### src/rtl/sync_fifo_gen_pkg.sv
// rtl/sync_fifo_gen_pkg.sv - shared constants, error-flag positions and log2 helper for sync_fifo_gen
package sync_fifo_gen_pkg;

  localparam int DEFAULT_WIDTH = 66;
  localparam int DEFAULT_DEPTH = 32;

  localparam int ERR_OVF = 0;
  localparam int ERR_UNF = 1;
  localparam int ERR_W   = 2;

  function automatic int log2_ceil(input int value);
    int result;
    result = 0;
    while ((1 << result) < value) result = result + 1;
    return result;
  endfunction

endpackage

### src/rtl/sync_fifo_gen_ram.sv
// rtl/sync_fifo_gen_ram.sv - 1W1R storage array, synchronous write, asynchronous read
module sync_fifo_gen_ram
  import sync_fifo_gen_pkg::*;
#(
  parameter int WIDTH = DEFAULT_WIDTH,
  parameter int DEPTH = DEFAULT_DEPTH,
  parameter int AW    = log2_ceil(DEPTH)
) (
  input  logic             clk,
  input  logic             we,
  input  logic [AW-1:0]    waddr,
  input  logic [WIDTH-1:0] wdata,
  input  logic [AW-1:0]    raddr,
  output logic [WIDTH-1:0] rdata
);

  logic [WIDTH-1:0] mem [DEPTH];

  always_ff @(posedge clk) begin
    if (we) mem[waddr] <= wdata;
  end

  assign rdata = mem[raddr];

endmodule

### src/rtl/sync_fifo_gen.sv
// rtl/sync_fifo_gen.sv - parametrised single-clock FIFO with thresholds, flush and sticky errors
// FIFO_OREG_EN adds a registered one-word output stage in front of data_o.
module sync_fifo_gen
  import sync_fifo_gen_pkg::*;
#(
  parameter int WIDTH = DEFAULT_WIDTH,
  parameter int DEPTH = DEFAULT_DEPTH,
  parameter int CNT_W = $clog2(DEPTH) + 1
) (
  input  logic             clk,
  input  logic             rst_n,
  input  logic             clr_i,
  input  logic             err_clr_i,
  input  logic             wr_i,
  input  logic [WIDTH-1:0] data_i,
  input  logic             rd_i,
  output logic [WIDTH-1:0] data_o,
  output logic             full_o,
  output logic             empty_o,
  output logic             afull_o,
  output logic             aempty_o,
  input  logic [CNT_W-1:0] afull_thr_i,
  input  logic [CNT_W-1:0] aempty_thr_i,
  output logic [CNT_W-1:0] count_o,
  output logic             overflow_o,
  output logic             underflow_o
);

  localparam int AW = log2_ceil(DEPTH);

  logic [CNT_W-1:0] wptr, rptr, arr_cnt;
  logic [WIDTH-1:0] ram_rdata;
  logic [ERR_W-1:0] err_q, err_d;
  logic             wr_acc, rd_acc, pop;

  assign arr_cnt = wptr - rptr;
  assign wr_acc  = wr_i & ~full_o;
  assign rd_acc  = rd_i & ~empty_o;

  sync_fifo_gen_ram #(.WIDTH(WIDTH), .DEPTH(DEPTH), .AW(AW)) u_ram (
    .clk   (clk),
    .we    (wr_acc & ~clr_i),
    .waddr (wptr[AW-1:0]),
    .wdata (data_i),
    .raddr (rptr[AW-1:0]),
    .rdata (ram_rdata)
  );

`ifdef FIFO_OREG_EN
  logic [WIDTH-1:0] oreg_q;
  logic             oreg_valid;

  // Refill whenever the stage is free or being drained this cycle.
  assign pop     = (~oreg_valid | rd_acc) & (arr_cnt != '0);
  assign count_o = arr_cnt + {{(CNT_W-1){1'b0}}, oreg_valid};
  assign empty_o = ~oreg_valid;
  assign data_o  = oreg_q;

  always_ff @(posedge clk or negedge rst_n) begin
    if (!rst_n) begin
      oreg_valid <= 1'b0;
      oreg_q     <= '0;
    end else if (clr_i) begin
      oreg_valid <= 1'b0;
    end else if (pop) begin
      oreg_valid <= 1'b1;
      oreg_q     <= ram_rdata;
    end else if (rd_acc) begin
      oreg_valid <= 1'b0;
    end
  end
`else
  assign pop     = rd_acc;
  assign count_o = arr_cnt;
  assign empty_o = (arr_cnt == '0);
  assign data_o  = ram_rdata;
`endif

  assign full_o   = (count_o == CNT_W'(DEPTH));
  assign afull_o  = (count_o >= afull_thr_i);
  assign aempty_o = (count_o <= aempty_thr_i);

  always_ff @(posedge clk or negedge rst_n) begin
    if (!rst_n) begin
      wptr <= '0;
      rptr <= '0;
    end else if (clr_i) begin
      wptr <= '0;
      rptr <= '0;
    end else begin
      if (wr_acc) wptr <= wptr + CNT_W'(1);
      if (pop)    rptr <= rptr + CNT_W'(1);
    end
  end

  // A fresh error event outranks err_clr_i; flush outranks both.
  always_comb begin
    err_d = err_q;
    if (err_clr_i)          err_d = '0;
    if (wr_i & full_o)      err_d[ERR_OVF] = 1'b1;
    if (rd_i & empty_o)     err_d[ERR_UNF] = 1'b1;
    if (clr_i)              err_d = '0;
  end

  always_ff @(posedge clk or negedge rst_n) begin
    if (!rst_n) err_q <= '0;
    else        err_q <= err_d;
  end

  assign overflow_o  = err_q[ERR_OVF];
  assign underflow_o = err_q[ERR_UNF];

endmodule

### config.mk
export PLATFORM = sky130hd
export DESIGN_NAME = sync_fifo_gen
export DESIGN_NICKNAME = d
export VERILOG_FILES = /design/src/rtl/sync_fifo_gen_pkg.sv /design/src/rtl/sync_fifo_gen_ram.sv /design/src/rtl/sync_fifo_gen.sv
export SDC_FILE = /design/constraint.sdc
export NUM_CORES = 2
export LEC_CHECK = 0
export ABC_AREA = 0
export BUFFER_PORTS_ARGS = -buffer_cell sky130_fd_sc_hd__buf_4
export CAP_MARGIN = 20
export CORE_UTILIZATION = 45
export CTS_BUF_LIST = sky130_fd_sc_hd__clkbuf_8
export DETAILED_ROUTE_END_ITERATION = 10
export GPL_TIMING_DRIVEN = 1
export SLEW_MARGIN = 20
export SYNTH_ARGS = -nofsm -noshare
export SYNTH_HDL_FRONTEND = slang
export SYNTH_SLANG_ARGS = --single-unit
### constraint.sdc
create_clock -name clk -period 9.1 [get_ports clk]
set_clock_uncertainty 0.15 [all_clocks]
set_input_delay 0.455 -clock clk [delete_from_list [all_inputs] [get_ports clk]]
set_output_delay 0.455 -clock clk [all_outputs]
set_load 0.1 [all_outputs]
# == After elaboration in Yosys (flattened, before gate mapping) ==
# Memory sizes are Yosys's and may differ from the RTL's.
# Index checks and enable logic that the tools add are counted.
# totals
ram_bits,2112
regBits,14
memories,1
word_cells,34
# memory_table
memory,words,width,rd,rd_clocked_by_memory_dff,wr,line,source
u_ram.mem,32,66,1,0,1,sync_fifo_gen_ram.sv:17,logic [WIDTH-1:0] mem [DEPTH];
# classes
n_mux,10
reduce_logical,5
order_cmp,2
n_eq_ne,1
n_bitwise,8
add_sub_neg,3
# ops
operator,n
2-to-1 mux 6 bit,4
adder 6 x 1 -> 6 bit (second input constant),2
equality test 6 bit (second input constant),1
greater-or-equal comparator 6 bit,1
less-or-equal comparator 6 bit,1
logical NOT 6 bit,1
nonzero test 3 bit,2
subtractor 6 bit,1
AND 1 bit,5
2-to-1 mux 1 bit,4
2-to-1 mux 2 bit,2
nonzero test 2 bit,2
NOT 1 bit,3

# == Logic depth before layout (Yosys ltp) ==
# depth
word_depth,7
ltp_mapped,14

# == By module ==
# From an unflattened synthesis, not the netlist that was laid out.
# unflattened
cells_unflattened,3279
area_unflattened_um2,81430.6
# modules_own_cells
module,seq_area_each_um2,area_each_um2,n_inst,cells_each
sync_fifo_gen_ram,63420.8,80130.6,1,3131
sync_fifo_gen,350.3,1300.0,1,148

# == Least setup slack after synthesis ==
# Ideal clock, no wire load.
# synth_timing
kind,register to register
start,register rptr[1]
end,"memory u_ram.mem[30][0] (netlist name), enable pin"
path_slack_ps,1289
setup_time_ps,491
path_buffers,4
path_stages_with_launch,13
arrival_time_ps,7170
cell_sequence,dfrtp_1 buf_2 buf_2 buf_1 inv_1 fa_1 xor2_1 nor4_1 mux2i_4 a211oi_4 buf_6 nand3b_2 nor2_1
# synth_between
elab_chain_len,7
# synth_rtl
item,line,source
"start, declared",sync_fifo_gen.sv:31,"logic [CNT_W-1:0] wptr, rptr, arr_cnt;"
"start signal, assigned",sync_fifo_gen.sv:92,if (pop) rptr <= rptr + CNT_W'(1);
subtractor 6 bit,sync_fifo_gen.sv:36,assign arr_cnt = wptr - rptr;
named net count_o[2],sync_fifo_gen.sv:24,"output logic [CNT_W-1:0] count_o,"
equality test 6 bit,sync_fifo_gen.sv:79,assign full_o = (count_o == CNT_W'(DEPTH));
named net full_o,sync_fifo_gen.sv:18,"output logic full_o,"
NOT 1 bit,sync_fifo_gen.sv:37,assign wr_acc = wr_i & ~full_o;
AND 1 bit,sync_fifo_gen.sv:37,
AND 1 bit,sync_fifo_gen.sv:42,".we (wr_acc & ~clr_i),"
2-to-1 mux 1 bit,sync_fifo_gen_ram.sv:20,if (we) mem[waddr] <= wdata;
2-to-1 mux 1 bit (implied by the code),sync_fifo_gen_ram.sv:20,
"end, declared",sync_fifo_gen_ram.sv:17,
# The timed path passes the listed nets, and every way through them passes these cells.

# == Final worst setup path ==
# layout_timing
start,register rptr[0]
end,output data_o[20]
# layout_between
elab_chain_len,1
# layout_rtl
item,line,source
memory read (32 x 66 bit),n/a,
"end, declared",sync_fifo_gen.sv:17,"output logic [WIDTH-1:0] data_o,"
# No other way between the ends.

==> results.json <==
{
  "area_growth_pct": 13.6,
  "path_max_fanout": 44,
  "cts-root-buf": "clkbuf_8",
  "core_sq_mm": 0.179,
  "cp.arrival_ps": 5810,
  "drcViolationCount": 0,
  "grt_antenna_before_repair": 11,
  "max_cap_violations": 0,
  "cp.required_ps": 8500,
  "vias": 37000,
  "avgViaCountPerCell": 5.74,
  "die_area_sq_mm": 0.183,
  "syn_area_sq_mm": 0.0814,
  "grt_pass1_wl_um": 276000,
  "ys_warn_count": 0,
  "rrSetupSlack_ps": 3260,
  "p_leak_nw": 28.9,
  "cts.htree.levels": 5,
  "io_buffers": 161,
  "power_switching_mw": 7.14,
  "grt.met1_usage_pct": 29.0,
  "synth_cell_types": 51,
  "layout.nets": 3938,
  "final_util_pct": 51.7,
  "status": "finished clean",
  "top_usage_layer": "met2",
  "min_period_ps": 6410,
  "fin_setup_tns_ps": 0,
  "path_class": "reg2out",
  "rows": 155,
  "hold_buffers": 74,
  "synth-edff-count": 2112,
  "worstSetupEndpointType": "output port",
  "seqPwrFrac_pct": 45.7,
  "cts_tree": "built",
  "avgRoutedWirePerCell_um": 29.8,
  "worstSkewPairLatency_ps": 1000,
  "area.sequential_sq_mm": 0.0638,
  "layout_common_cells": "edfxtp_1, mux4_2, clkbuf_8, buf_4, nand2_1",
  "ios": 162,
  "p_int_mw": 16.8,
  "max_slew_margin_pct": 24.7,
  "ys_top_cells_by_area": "edfxtp_1, mux4_2, nand2_1",
  "drt_first_pass_iters": 7,
  "cts_resized": 0,
  "period_share_pct": 70.5,
  "first_global_vias": 38800,
  "synth_top_cell_area_share_pct": 77.9,
  "holdCritPathClass": "in2reg",
  "drt_iter0_drc": 3609,
  "p_comb_share_pct": 23.8,
  "seq_area_frac_synth_pct": 78.4,
  "clkTransAtPathRegs_ps": 60,
  "grt_use_met3_pct": 3.66,
  "setup_viol": 0,
  "cts_setup_buffers": 0,
  "multi_input_area_sq_mm": 0.0170,
  "wl_um": 192000,
  "start_util_pct": 45.5,
  "die_y_um": 427,
  "synth-seq-cells": 2126,
  "post-dp-hpwl_um": 95800,
  "numCtsBuffers": 352,
  "rsz0062_at_grt": "no",
  "clkPwrFrac_pct": 30.4,
  "met2_usage_pct": 35.4,
  "grt-ovfl-total": 0,
  "max_freq_mhz": 156,
  "syn_inst": 3337,
  "die_x_um": 427,
  "drv_slew": 0,
  "grt_max_degree": 143,
  "syn_nets": 3441,
  "yosysTopAreaCell": "edfxtp_1",
  "cp-start-kind": "flip-flop",
  "hold_viol_final": 0,
  "ir_worst_vdd_uv": 191,
  "switching_share_pct": 29.8,
  "synth_ff_type": "edfxtp_1",
  "power_density_mw_per_mm2": 259,
  "antenna_left": 0,
  "grt.total_usage_pct": 21.3,
  "cts_buffer_depth": 4,
  "layout_commonest_cell": "edfxtp_1",
  "place.gp.congestion": 0.758,
  "async_reset_ff_share_pct": 0.659,
  "postSynthAreaPerCell_sq_um": 24.4,
  "worst_pin_slew_ps": 1130,
  "clock-sinks": 2126,
  "fill_cells": 14000,
  "layout-drive-gt1-share_pct": 33.3
}
==> critical path, stage by stage (launching register included) <==
cell     delay [ps]
dfrtp_4         810
buf_4           630
buf_4           730
buf_4           840
mux4_2          610
mux4_2          490
nand2_1         110
nand2_1         190
buf_4           290
==> power by group through the flow <==
stage | Combinational (mW) | Clock, mW | Sequential (mW)
2_1_floorplan | 4.48 | 0 | 11.1
3_3_place_gp | 5.79 | 0 | 11.2
3_5_place_dp | 5.81 | 0 | 11.2
4_1_cts | 5.85 | 7.49 | 11.0
5_1_grt | 6.03 | 7.91 | 11.0
6_report | 5.72 | 7.30 | 11.0
==> synthesized netlist by cell type (all sizes together), types with 2 or more instances <==
cell type     n
edfxtp     2112
mux4        660
nand2       210
buf          96
clkbuf       73
nor2         48
inv          20
ha           19
a21oi        18
dfrtp        14
o21ai         9
or3           7
nand3b        6
nand3         5
xor2          4
nor2b         3
nor4          3
o31ai         3
a21o          2
mux2i         2
nand2b        2
or2           2
or4           2
xnor2         2
==> cell type report <==
class	count	area share, %
antenna	4	0.0108
multi-input combinational	1022	18.4
sequential	2126	69.0
clock inverter	247	1.12
clock buffer	357	5.31
tap	2355	3.19
timing repair buffer	312	2.90
inverter	20	0.0947
==> state kept, by name, indices dropped and copies added (netlist names) <==
signal	count
rptr	6
err_q	2
wptr	6
u_ram.mem	2112
==> logic make-up (layout without fill, tap and decap cells) <==
family	after synthesis	after routing	synth area share, %
other	0	4	0
adder cells (fa/ha/maj)	21	21	0.329
flip-flops	2126	2126	78.4
multiplexers	663	663	18.3
XOR/XNOR	7	7	0.101
buffers and inverters	189	936	1.04
AND/OR/NAND/NOR	292	292	1.50
AO/OA/AOI/OAI	39	39	0.346
==> metal layers <==
metal,vias to the layer above,share of wire (%)
met3,340,5.8
li1,15300,-
met4,8,2.1
met5,-,0.029
met2,1212,51
met1,20100,41
==> per-stage QoR <==
stage / std cells / setup slack (ps) / total power, mW / hold WS, ps / area, sq um
final: 6443 / 2690 / 24.0 / 173 / 92500
after global routing: 6442 / 2200 / 24.9 / 143 / 92500
after CTS: 6439 / 2400 / 24.3 / 55.9 / 92400
after detailed placement: 5761 / 3300 / 17.0 / 175 / 85800
after global placement: 5760 / 3390 / 17.0 / 175 / 85700
after floorplan: 3337 / 1290 / 15.6 / 9.41 / 81400
==> worst paths after layout <==
kind / depth (start not counted) / startpoint / end
setup reg to reg: 8 / rptr[3] / u_ram.mem[7][57]
setup / recovery: 8 / rptr[0] / data_o[20]
hold reg to reg: 2 / rptr[5] / rptr[5]
min in group asynchronous: 3 / rst_n / err_q[0]
hold / removal: 3 / clr_i / rptr[1]
max in group asynchronous: 3 / rst_n / rptr[3]
Note: power is estimated with default switching activity, not from simulation.
